<file path="config.mk">
export PLATFORM = sky130hd
export DESIGN_NAME = hazard_controller
export DESIGN_NICKNAME = d
export VERILOG_FILES = /design/src/rtl/hazard_pkg.sv /design/src/rtl/hazard_perf_counters.sv /design/src/rtl/hazard_controller.sv
export SDC_FILE = /design/constraint.sdc
export NUM_CORES = 1
export LEC_CHECK = 0
export CAP_MARGIN = 10
export CORE_ASPECT_RATIO = 0.75
export CORE_MARGIN = 4
export CORE_UTILIZATION = 44
export DETAILED_ROUTE_END_ITERATION = 10
export PLACE_DENSITY = 0.83
export SLEW_MARGIN = 0
export SYNTH_ARGS = -nofsm -noshare
export SYNTH_HDL_FRONTEND = slang
export SYNTH_HIERARCHICAL = 1
export SYNTH_SLANG_ARGS = --single-unit
</file>
<file path="constraint.sdc">
create_clock -name clk -period 3.2 [get_ports clk]
set_input_delay 0.48 -clock clk [delete_from_list [all_inputs] [get_ports clk]]
set_output_delay 0.48 -clock clk [all_outputs]
set_load 0.01 [all_outputs]
</file>
<file path="src/rtl/hazard_pkg.sv">
// Shared types for the pipeline hazard controller.
// Optional perf counters are enabled with the HAZARD_PERF_EN macro (see hazard_controller).
package hazard_pkg;

    // Redirect-holding FSM: IDLE is normal operation, REDIR_PEND holds a
    // mispredict target that could not be applied because fetch was blocked.
    typedef enum logic {
        IDLE       = 1'b0,
        REDIR_PEND = 1'b1
    } hazard_state_t;

    // Winning hazard source this cycle, highest priority first.
    typedef enum logic [2:0] {
        HZ_NONE     = 3'd0,
        HZ_DC_MISS  = 3'd1,
        HZ_MISPRED  = 3'd2,
        HZ_LOAD_USE = 3'd3,
        HZ_IC_MISS  = 3'd4
    } hazard_cause_t;

endpackage

</file>
<file path="src/rtl/hazard_perf_counters.sv">
// Saturating performance counters for stall cycles, flush events and redirects.
// Only instantiated when HAZARD_PERF_EN is defined.
module hazard_perf_counters
    import hazard_pkg::*;
#(
    parameter int CNT_W = 32
) (
    input  logic             clk,
    input  logic             rst_n,
    input  logic             pc_stall,
    input  logic             any_flush,
    input  logic             redirect_valid,
    output logic [CNT_W-1:0] perf_stall_cycles,
    output logic [CNT_W-1:0] perf_flush_events,
    output logic [CNT_W-1:0] perf_redirects
);

    // Each counter advances once per qualifying cycle and sticks at all-ones.
    always_ff @(posedge clk or negedge rst_n) begin
        if (!rst_n) begin
            perf_stall_cycles <= '0;
            perf_flush_events <= '0;
            perf_redirects    <= '0;
        end else begin
            if (pc_stall && (perf_stall_cycles != '1))
                perf_stall_cycles <= perf_stall_cycles + 1'b1;
            if (any_flush && (perf_flush_events != '1))
                perf_flush_events <= perf_flush_events + 1'b1;
            if (redirect_valid && (perf_redirects != '1))
                perf_redirects <= perf_redirects + 1'b1;
        end
    end

endmodule

</file>
<file path="src/rtl/hazard_controller.sv">
// Pipeline hazard controller: combinational stall/flush controls for the
// pc, i2d, d2e, e2m and m2w registers plus the fetch-PC redirect.
// A two-state FSM holds a mispredict redirect that lands during an i-cache miss.
// Optional feature macro: HAZARD_PERF_EN adds saturating perf counter outputs.
//
// Handshake note: there is no valid/ready handshake here; every control is a
// level valid in the cycle it is asserted. redirect_valid means "load
// redirect_target into PC at the next edge"; redirect_target is 0 otherwise.
module hazard_controller
    import hazard_pkg::*;
#(
    parameter int ADDR_W = 32,
    parameter int REG_W  = 5
`ifdef HAZARD_PERF_EN
    ,
    parameter int CNT_W  = 32
`endif
) (
    input  logic              clk,
    input  logic              rst_n,
    input  logic              ic_miss,
    input  logic              dc_miss,
    input  logic              dec_uses_rs,
    input  logic [REG_W-1:0]  dec_rs_addr,
    input  logic              dec_uses_rt,
    input  logic [REG_W-1:0]  dec_rt_addr,
    input  logic              ex_is_load,
    input  logic              ex_uses_rw,
    input  logic [REG_W-1:0]  ex_rw_addr,
    input  logic              br_valid,
    input  logic              br_mispredict,
    input  logic [ADDR_W-1:0] br_target,
    output logic              pc_stall,
    output logic              i2d_stall,
    output logic              i2d_flush,
    output logic              d2e_stall,
    output logic              d2e_flush,
    output logic              e2m_stall,
    output logic              e2m_flush,
    output logic              m2w_stall,
    output logic              m2w_flush,
    output logic              redirect_valid,
    output logic [ADDR_W-1:0] redirect_target,
    output hazard_state_t     dbg_state,
    output hazard_cause_t     dbg_cause
`ifdef HAZARD_PERF_EN
    ,
    output logic [CNT_W-1:0]  perf_stall_cycles,
    output logic [CNT_W-1:0]  perf_flush_events,
    output logic [CNT_W-1:0]  perf_redirects
`endif
);

    hazard_state_t     state, state_nxt;
    logic [ADDR_W-1:0] held_target, held_target_nxt;
    hazard_cause_t     cause;
    logic              load_use;
    logic              mp;

    // Hazard detection and priority selection; dc_miss freezes the branch in EX.
    always_comb begin
        load_use = ex_is_load && ex_uses_rw && (ex_rw_addr != '0) &&
                   ((dec_uses_rs && (dec_rs_addr == ex_rw_addr)) ||
                    (dec_uses_rt && (dec_rt_addr == ex_rw_addr)));
        mp = br_valid && br_mispredict && !dc_miss;
        if (dc_miss)       cause = HZ_DC_MISS;
        else if (mp)       cause = HZ_MISPRED;
        else if (load_use) cause = HZ_LOAD_USE;
        else if (ic_miss)  cause = HZ_IC_MISS;
        else               cause = HZ_NONE;
    end

    // State register and held redirect target; reset discards any pending redirect.
    always_ff @(posedge clk or negedge rst_n) begin
        if (!rst_n) begin
            state       <= IDLE;
            held_target <= '0;
        end else begin
            state       <= state_nxt;
            held_target <= held_target_nxt;
        end
    end

    // Next state: a mispredict blocked by ic_miss is parked; a pending one
    // is released once fetch and memory are both free (or replaced by a new one).
    always_comb begin
        state_nxt       = state;
        held_target_nxt = held_target;
        case (state)
            IDLE: begin
                if (mp && ic_miss) begin
                    state_nxt       = REDIR_PEND;
                    held_target_nxt = br_target;
                end
            end
            REDIR_PEND: begin
                if (mp && ic_miss) begin
                    held_target_nxt = br_target;
                end else if (mp || (!ic_miss && !dc_miss)) begin
                    state_nxt = IDLE;
                end
            end
            default: state_nxt = IDLE;
        endcase
    end

    // Output decode: priority cause first, then the pending-redirect overlay.
    always_comb begin
        pc_stall        = 1'b0;
        i2d_stall       = 1'b0;
        i2d_flush       = 1'b0;
        d2e_stall       = 1'b0;
        d2e_flush       = 1'b0;
        e2m_stall       = 1'b0;
        e2m_flush       = 1'b0;
        m2w_stall       = 1'b0;
        m2w_flush       = 1'b0;
        redirect_valid  = 1'b0;
        redirect_target = '0;
        if (rst_n) begin
            case (cause)
                HZ_DC_MISS: begin
                    pc_stall  = 1'b1;
                    i2d_stall = 1'b1;
                    d2e_stall = 1'b1;
                    e2m_stall = 1'b1;
                    m2w_flush = 1'b1;
                end
                HZ_MISPRED: begin
                    i2d_flush = 1'b1;
                    d2e_flush = 1'b1;
                    if (!ic_miss) begin
                        redirect_valid  = 1'b1;
                        redirect_target = br_target;
                    end else begin
                        pc_stall = 1'b1;
                    end
                end
                HZ_LOAD_USE: begin
                    pc_stall  = 1'b1;
                    i2d_stall = 1'b1;
                    d2e_flush = 1'b1;
                end
                HZ_IC_MISS: begin
                    pc_stall  = 1'b1;
                    i2d_flush = 1'b1;
                end
                default: ;
            endcase
            if (state == REDIR_PEND) begin
                pc_stall = 1'b1;
                if (!i2d_stall)
                    i2d_flush = 1'b1;
                if ((cause != HZ_MISPRED) && !ic_miss && !dc_miss) begin
                    redirect_valid  = 1'b1;
                    redirect_target = held_target;
                end
            end
        end
    end

    assign dbg_state = state;
    assign dbg_cause = rst_n ? cause : HZ_NONE;

`ifdef HAZARD_PERF_EN
    logic any_flush;
    assign any_flush = i2d_flush | d2e_flush | e2m_flush | m2w_flush;

    hazard_perf_counters #(
        .CNT_W (CNT_W)
    ) u_perf (
        .clk               (clk),
        .rst_n             (rst_n),
        .pc_stall          (pc_stall),
        .any_flush         (any_flush),
        .redirect_valid    (redirect_valid),
        .perf_stall_cycles (perf_stall_cycles),
        .perf_flush_events (perf_flush_events),
        .perf_redirects    (perf_redirects)
    );
`endif

endmodule

</file>
==> results of run 1 <==
-- report_power, final --
group | total, uW | internal (uW) | switching (uW)
Clock | 294 | 151 | 143
Combinational | 280 | 173 | 107
Sequential | 553 | 508 | 45.2
-- metrics by stage --
| stage | worst slack [ns] | power, uW | util | area (um2) | hold WS (ns) |
|---|---|---|---|---|---|
| 5_1_grt | 0.104 | 1200 | 0.706 | 3170 | 0.0277 |
| 3_5_place_dp | 0.205 | 843 | 0.688 | 3090 | 0.323 |
| 4_1_cts | 0.204 | 1140 | 0.706 | 3170 | 0.0244 |
| 2_1_floorplan | 1.28 | 690 | - | 2060 | 0.184 |
| 3_3_place_gp | 0.258 | 829 | 0.688 | 3090 | 0.321 |
| 6_report | 0.194 | 1130 | 0.706 | 3170 | 0.0334 |
-- registers in the layout (all words and copies together), names as in the netlist --
signal,count
held_target,32
dbg_state,1
-- worst min path at each step --
stage	cells after the start	slack (ns)	to	from
6_report	1	0.03	dbg_state	rst_n
3_5_place_dp	1	0.32	dbg_state	rst_n
5_1_grt	1	0.03	dbg_state	rst_n
3_3_place_gp	1	0.32	dbg_state	rst_n
4_1_cts	1	0.02	dbg_state	rst_n
2_1_floorplan	0	0.18	dbg_state	rst_n
-- cell families (layout without fill, tap and decap cells) --
| kind of cell | count (synthesis) | after routing | synth area share |
|---|---|---|---|
| compound gates | 43 | 43 | 0.160 |
| other cells | 1 | 2 | 0.00182 |
| simple gates | 55 | 55 | 0.159 |
| buf+inv | 19 | 117 | 0.0607 |
| mux | 32 | 32 | 0.175 |
| xor+xnor | 10 | 10 | 0.0425 |
| flops | 33 | 33 | 0.401 |
-- per-layer routing --
| metal | track usage | part of all wire | vias to the layer above |
|---|---|---|---|
| li1 | - | - | 886 |
| met1 | 0.264 | 0.46 | 850 |
| met2 | 0.287 | 0.46 | 62 |
| met3 | 0.0524 | 0.075 | 4 |
| met4 | 0.0370 | 0.0063 | 0 |
| met5 | 0 | 0 | - |
-- cells in the final DEF (no fill, tap or decap), types with 2 or more instances in the layout --
master | netlist | layout
o21bai_1 | 2 | 2
mux2_1 | 30 | 30
clkbuf_8 | 0 | 5
mux2_2 | 2 | 2
nand3_1 | 2 | 2
nand2_1 | 5 | 5
nor2_1 | 5 | 5
a22oi_1 | 32 | 32
o21ai_1 | 3 | 3
conb_1 | 1 | 2
clkinv_2 | 0 | 2
dfrtp_1 | 33 | 33
and2_1 | 2 | 2
xnor2_1 | 2 | 2
xor2_1 | 8 | 8
clkdlybuf4s50_1 | 0 | 99
nor2b_1 | 33 | 33
buf_4 | 7 | 7
-- cell type report --
cell class,instances,area share
timing repair buffer,108,0.337
tap,57,0.0225
clock inverter,2,0.00316
sequential,33,0.260
inverter,1,0.00118
clock buffer,6,0.0229
multi-input combinational,142,0.353
-- critical path: cells and delay by family --
family	cells	cell delay, ns
AO/OA/AOI/OAI	2	0.47
buffers and inverters	2	0.96
AND/OR/NAND/NOR	1	0.41
XOR/XNOR	1	0.20
==> results_dict.tcl, run 1 <==
set metrics [dict create \
    outcome "completed" \
    ff_latch_area_um2 826 \
    clk_path_buf_depth 2 \
    hpwl_um 4100 \
    synth-edff-count 0 \
    grtUsageTotal 0.186 \
    fmax_mhz 333 \
    port_buffers 100 \
    synthFlopType "dfrtp_1" \
    num_vias 1802 \
    totalWireLength_um 5360 \
    cellLeakagePower_uw 0.00119 \
    critPathMaxStageDelay_ns 0.49 \
    numCtsBuffers 5 \
    setup_violations 0 \
    crit_arrival_ns 2.53 \
    synth_cell_type_count 33 \
    die_x_um 87.0 \
    areaGrowthSynthToFinish_pct 53.9 \
    grt_pass1_vias 1780 \
    numPlacedInstances 341 \
    filler_cell_count 347 \
    crit_top_cell "clkdlybuf4s50_1" \
    drtIter0Drc 56 \
    ys.warnings.count 6 \
    gp_congestion 0.863 \
    postCtsSetupBuffers 0 \
    p_per_area_nw_per_um2 355 \
    fin_cells 349 \
    dieArea_um2 5850 \
    hold_class "input pin to async pin" \
    finClkSkew_ns 0 \
    ys_ff_latch 33 \
    yosysTopAreaCell "dfrtp_1" \
    cp_max_fo 7 \
    worst-r2r-setup-slack_ns 2.39 \
    cts_htree_levels 2 \
    rr_endpoint "held_target[14]" \
    cts_tree "built" \
    worstSetupEndpoint "dbg_cause[2]" \
    cp-startpoint "ex_rw_addr[3]" \
    drtAntennaViolNets 0 \
    hold_violations 0 \
    min_period_over_period 0.939 \
    cts_hold_repair.buffers 0 \
    synth_commonest_cells "dfrtp_1 (33), nor2b_1 (33), a22oi_1 (32)" \
    syn_area_um2 2060 \
    antenna_found_initial 0 \
    avgSynthCellArea_um2 10.7 \
    maxCapViolations 0 \
    path_clk_slew_ns 0.06 \
    multiInputGateArea_um2 1120 \
    cpMaxStageDelayCell "clkdlybuf4s50_1" \
    clock-sinks 33 \
    rsz0062_at_grt "no" \
    die_y_um 67.3 \
    routedWlPerCell_um 15.3 \
    path_cells "clkdlybuf4s50_1 > xor2_1 > nor4_1 > a32oi_2 > o2111a_1 > clkdlybuf4s50_1" \
    num_rows 21 \
    dr.pass1.iters 4 \
    nets 348 \
    worstSetupPathType "input pin to output pin" \
    ir_drop_mv 0.280 \
    drv_slew 0 \
    synthDominantCellAreaShare 0.401 \
    worstSetupEndpointType "output pin" \
    overflow 0 \
    r2r-start "held_target[14]" \
    required_ns 2.72 \
    drcViolationCount 0 \
    ctsResizeCount 0 \
    drive_gt1_frac 0.0788 \
    timing.final.crit_period_ns 3.01 \
    design.core.area_um2 4490 \
    crit_path_start_kind "input pin" \
    routed_via_density 5.16 \
    r2r_cells 1 \
    syn_inst 193 \
    grt_max_degree 35 \
    root_buffer "clkbuf_8" \
    grt_pass1_wl_um 8620 \
    io_pins 103 \
    diodes 0 \
    synth_area_leaders "dfrtp_1 (40%), mux2_1 (16%), a22oi_1 (12%)" \
    synthArstFlopShare 1.00 \
    initial_core_util 0.459 \
    tns_ns 0 \
    synth.yosys.seq_area_share 0.401 \
    clk_latency_ns 0.27 \
]
Note: power is estimated with default switching activity, not from simulation.
==> inputs of run 2 (changes only) <==
--- a/config.mk
+++ b/config.mk
@@ -11,7 +11,6 @@
 export CORE_UTILIZATION = 44
 export DETAILED_ROUTE_END_ITERATION = 10
 export PLACE_DENSITY = 0.83
-export SLEW_MARGIN = 0
 export SYNTH_ARGS = -nofsm -noshare
 export SYNTH_HDL_FRONTEND = slang
 export SYNTH_HIERARCHICAL = 1
==> results of run 2 <==
No change in the layout: final DEF, timing and power equal those of run 1.
==> inputs of run 3 (changes only) <==
--- a/config.mk
+++ b/config.mk
@@ -6,7 +6,7 @@
 export NUM_CORES = 1
 export LEC_CHECK = 0
 export CAP_MARGIN = 10
-export CORE_ASPECT_RATIO = 0.75
+export CORE_ASPECT_RATIO = 0.6
 export CORE_MARGIN = 4
 export CORE_UTILIZATION = 44
 export DETAILED_ROUTE_END_ITERATION = 10
==> run 3 against run 2 <==
Against the previous run:
- sequential share of layout area down 0.26 points
- register-to-register slack about the same
- critical path depth up 1
==> results_dict.tcl, run 3 (synthesis results as in run 1) <==
set metrics [dict create \
    outcome "completed" \
    required_ns 2.72 \
    die_x_um 96.4 \
    num_vias 1849 \
    initial_core_util 0.479 \
    cts_tree "built" \
    maxCapViolations 0 \
    rsz0062_at_grt "no" \
    grt_max_degree 35 \
    gp_congestion 0.766 \
    clock-sinks 33 \
    numCtsBuffers 5 \
    hold_violations 0 \
    largest_reg_flops 32 \
    cts_htree_levels 2 \
    cts_hold_repair.buffers 0 \
    postCtsSetupBuffers 0 \
    io_pins 103 \
    grt_pass1_wl_um 9300 \
    totalWireLength_um 5810 \
    worstSetupPathType "input pin to output pin" \
    drv_slew 0 \
    timing.final.crit_period_ns 2.95 \
    r2r_cells 1 \
    crit_arrival_ns 2.47 \
    drive_gt1_frac 0.0819 \
    ctsResizeCount 0 \
    worstSetupEndpointType "output pin" \
    hpwl_um 4400 \
    diodes 0 \
    num_rows 18 \
    root_buffer "clkbuf_8" \
    ir_drop_mv 0.260 \
    cp_max_fo 17 \
    final_cell_mix "clkdlybuf4s50_1 (99), nor2b_1 (33), dfrtp_1 (33)" \
    path_clk_slew_ns 0.07 \
    routed_via_density 5.24 \
    nets 349 \
    grtUsageTotal 0.208 \
    overflow 0 \
    p_per_area_nw_per_um2 388 \
    finClkSkew_ns 0 \
    antenna_found_initial 0 \
    drtIter0Drc 27 \
    power.total_uw 1240 \
    cellLeakagePower_uw 0.00121 \
    port_buffers 100 \
    clk_path_buf_depth 2 \
    largest-register "held_target" \
    filler_cell_count 320 \
    setup_violations 0 \
    hold_class "input pin to async pin" \
    post-route-util 0.745 \
    crit_path_start_kind "input pin" \
    grt_pass1_vias 1909 \
    dr.pass1.iters 4 \
    drtAntennaViolNets 0 \
    fmax_mhz 338 \
    areaGrowthSynthToFinish_pct 55.5 \
    drcViolationCount 0 \
    clk_latency_ns 0.28 \
    mostFrequentLayoutCell "clkdlybuf4s50_1" \
    routedWlPerCell_um 16.5 \
    die_y_um 61.0 \
    min_period_over_period 0.923 \
    dieArea_um2 5880 \
    design.core.area_um2 4300 \
    tns_ns 0 \
]
[run 3: area by class of cell]
| class | count | area [um2] | area share |
|---|---|---|---|
| timing repair buffer | 109 | 1060 | 0.332 |
| multi-input combinational | 142 | 1120 | 0.349 |
| tap | 60 | 75.1 | 0.0234 |
| clock buffer | 7 | 86.3 | 0.0269 |
| inverter | 1 | 3.75 | 0.00117 |
| sequential | 33 | 826 | 0.258 |
| clock inverter | 1 | 30.0 | 0.00937 |
[run 3: critical path, cell delays in order]
cell and delay [ns]:
clkdlybuf4s50_1 0.47, nand2_2 0.20, and3_1 0.20, buf_4 0.23
a22oi_1 0.12, nor2b_1 0.19, clkdlybuf4s50_1 0.57
[run 3: per-layer routing]
metal / global-route usage / up-vias / wire length (um) / part of all wire
li1: - / 890 / - / -
met1: 0.283 / 873 / 2660 / 0.46
met2: 0.348 / 81 / 2690 / 0.46
met3: 0.0513 / 5 / 436 / 0.075
met4: 0.0359 / 0 / 23 / 0.0040
met5: 0 / - / 0 / 0
[run 3: final timing paths]
kind	to	from	slack [ns]
setup / recovery	redirect_target[20]	br_valid	0.25
hold / removal	held_target[13]	rst_n	0.09
setup reg to reg	held_target[23]	held_target[23]	2.38
hold reg to reg	held_target[30]	held_target[30]	0.49
max in group asynchronous	held_target[26]	rst_n	2.48
min in group clk	held_target[30]	held_target[30]	0.49
[run 3: stage by stage]
stage	cell area, um2	setup WS (ns)	hold slack [ns]	cells
after floorplan	2060	1.28	0.184	194
after global placement	3090	0.274	0.391	345
after detailed placement	3090	0.245	0.392	345
after CTS	3200	0.243	0.0872	353
after global routing	3200	0.126	0.0985	353
final	3200	0.245	0.0873	353
[run 3: report_power, final]
| part | leakage, uW | internal, uW | switching, uW | total [uW] |
|---|---|---|---|---|
| Sequential | 0.000397 | 508 | 49.2 | 557 |
| Combinational | 0.000754 | 172 | 111 | 284 |
| Clock | 0.0000585 | 254 | 150 | 403 |
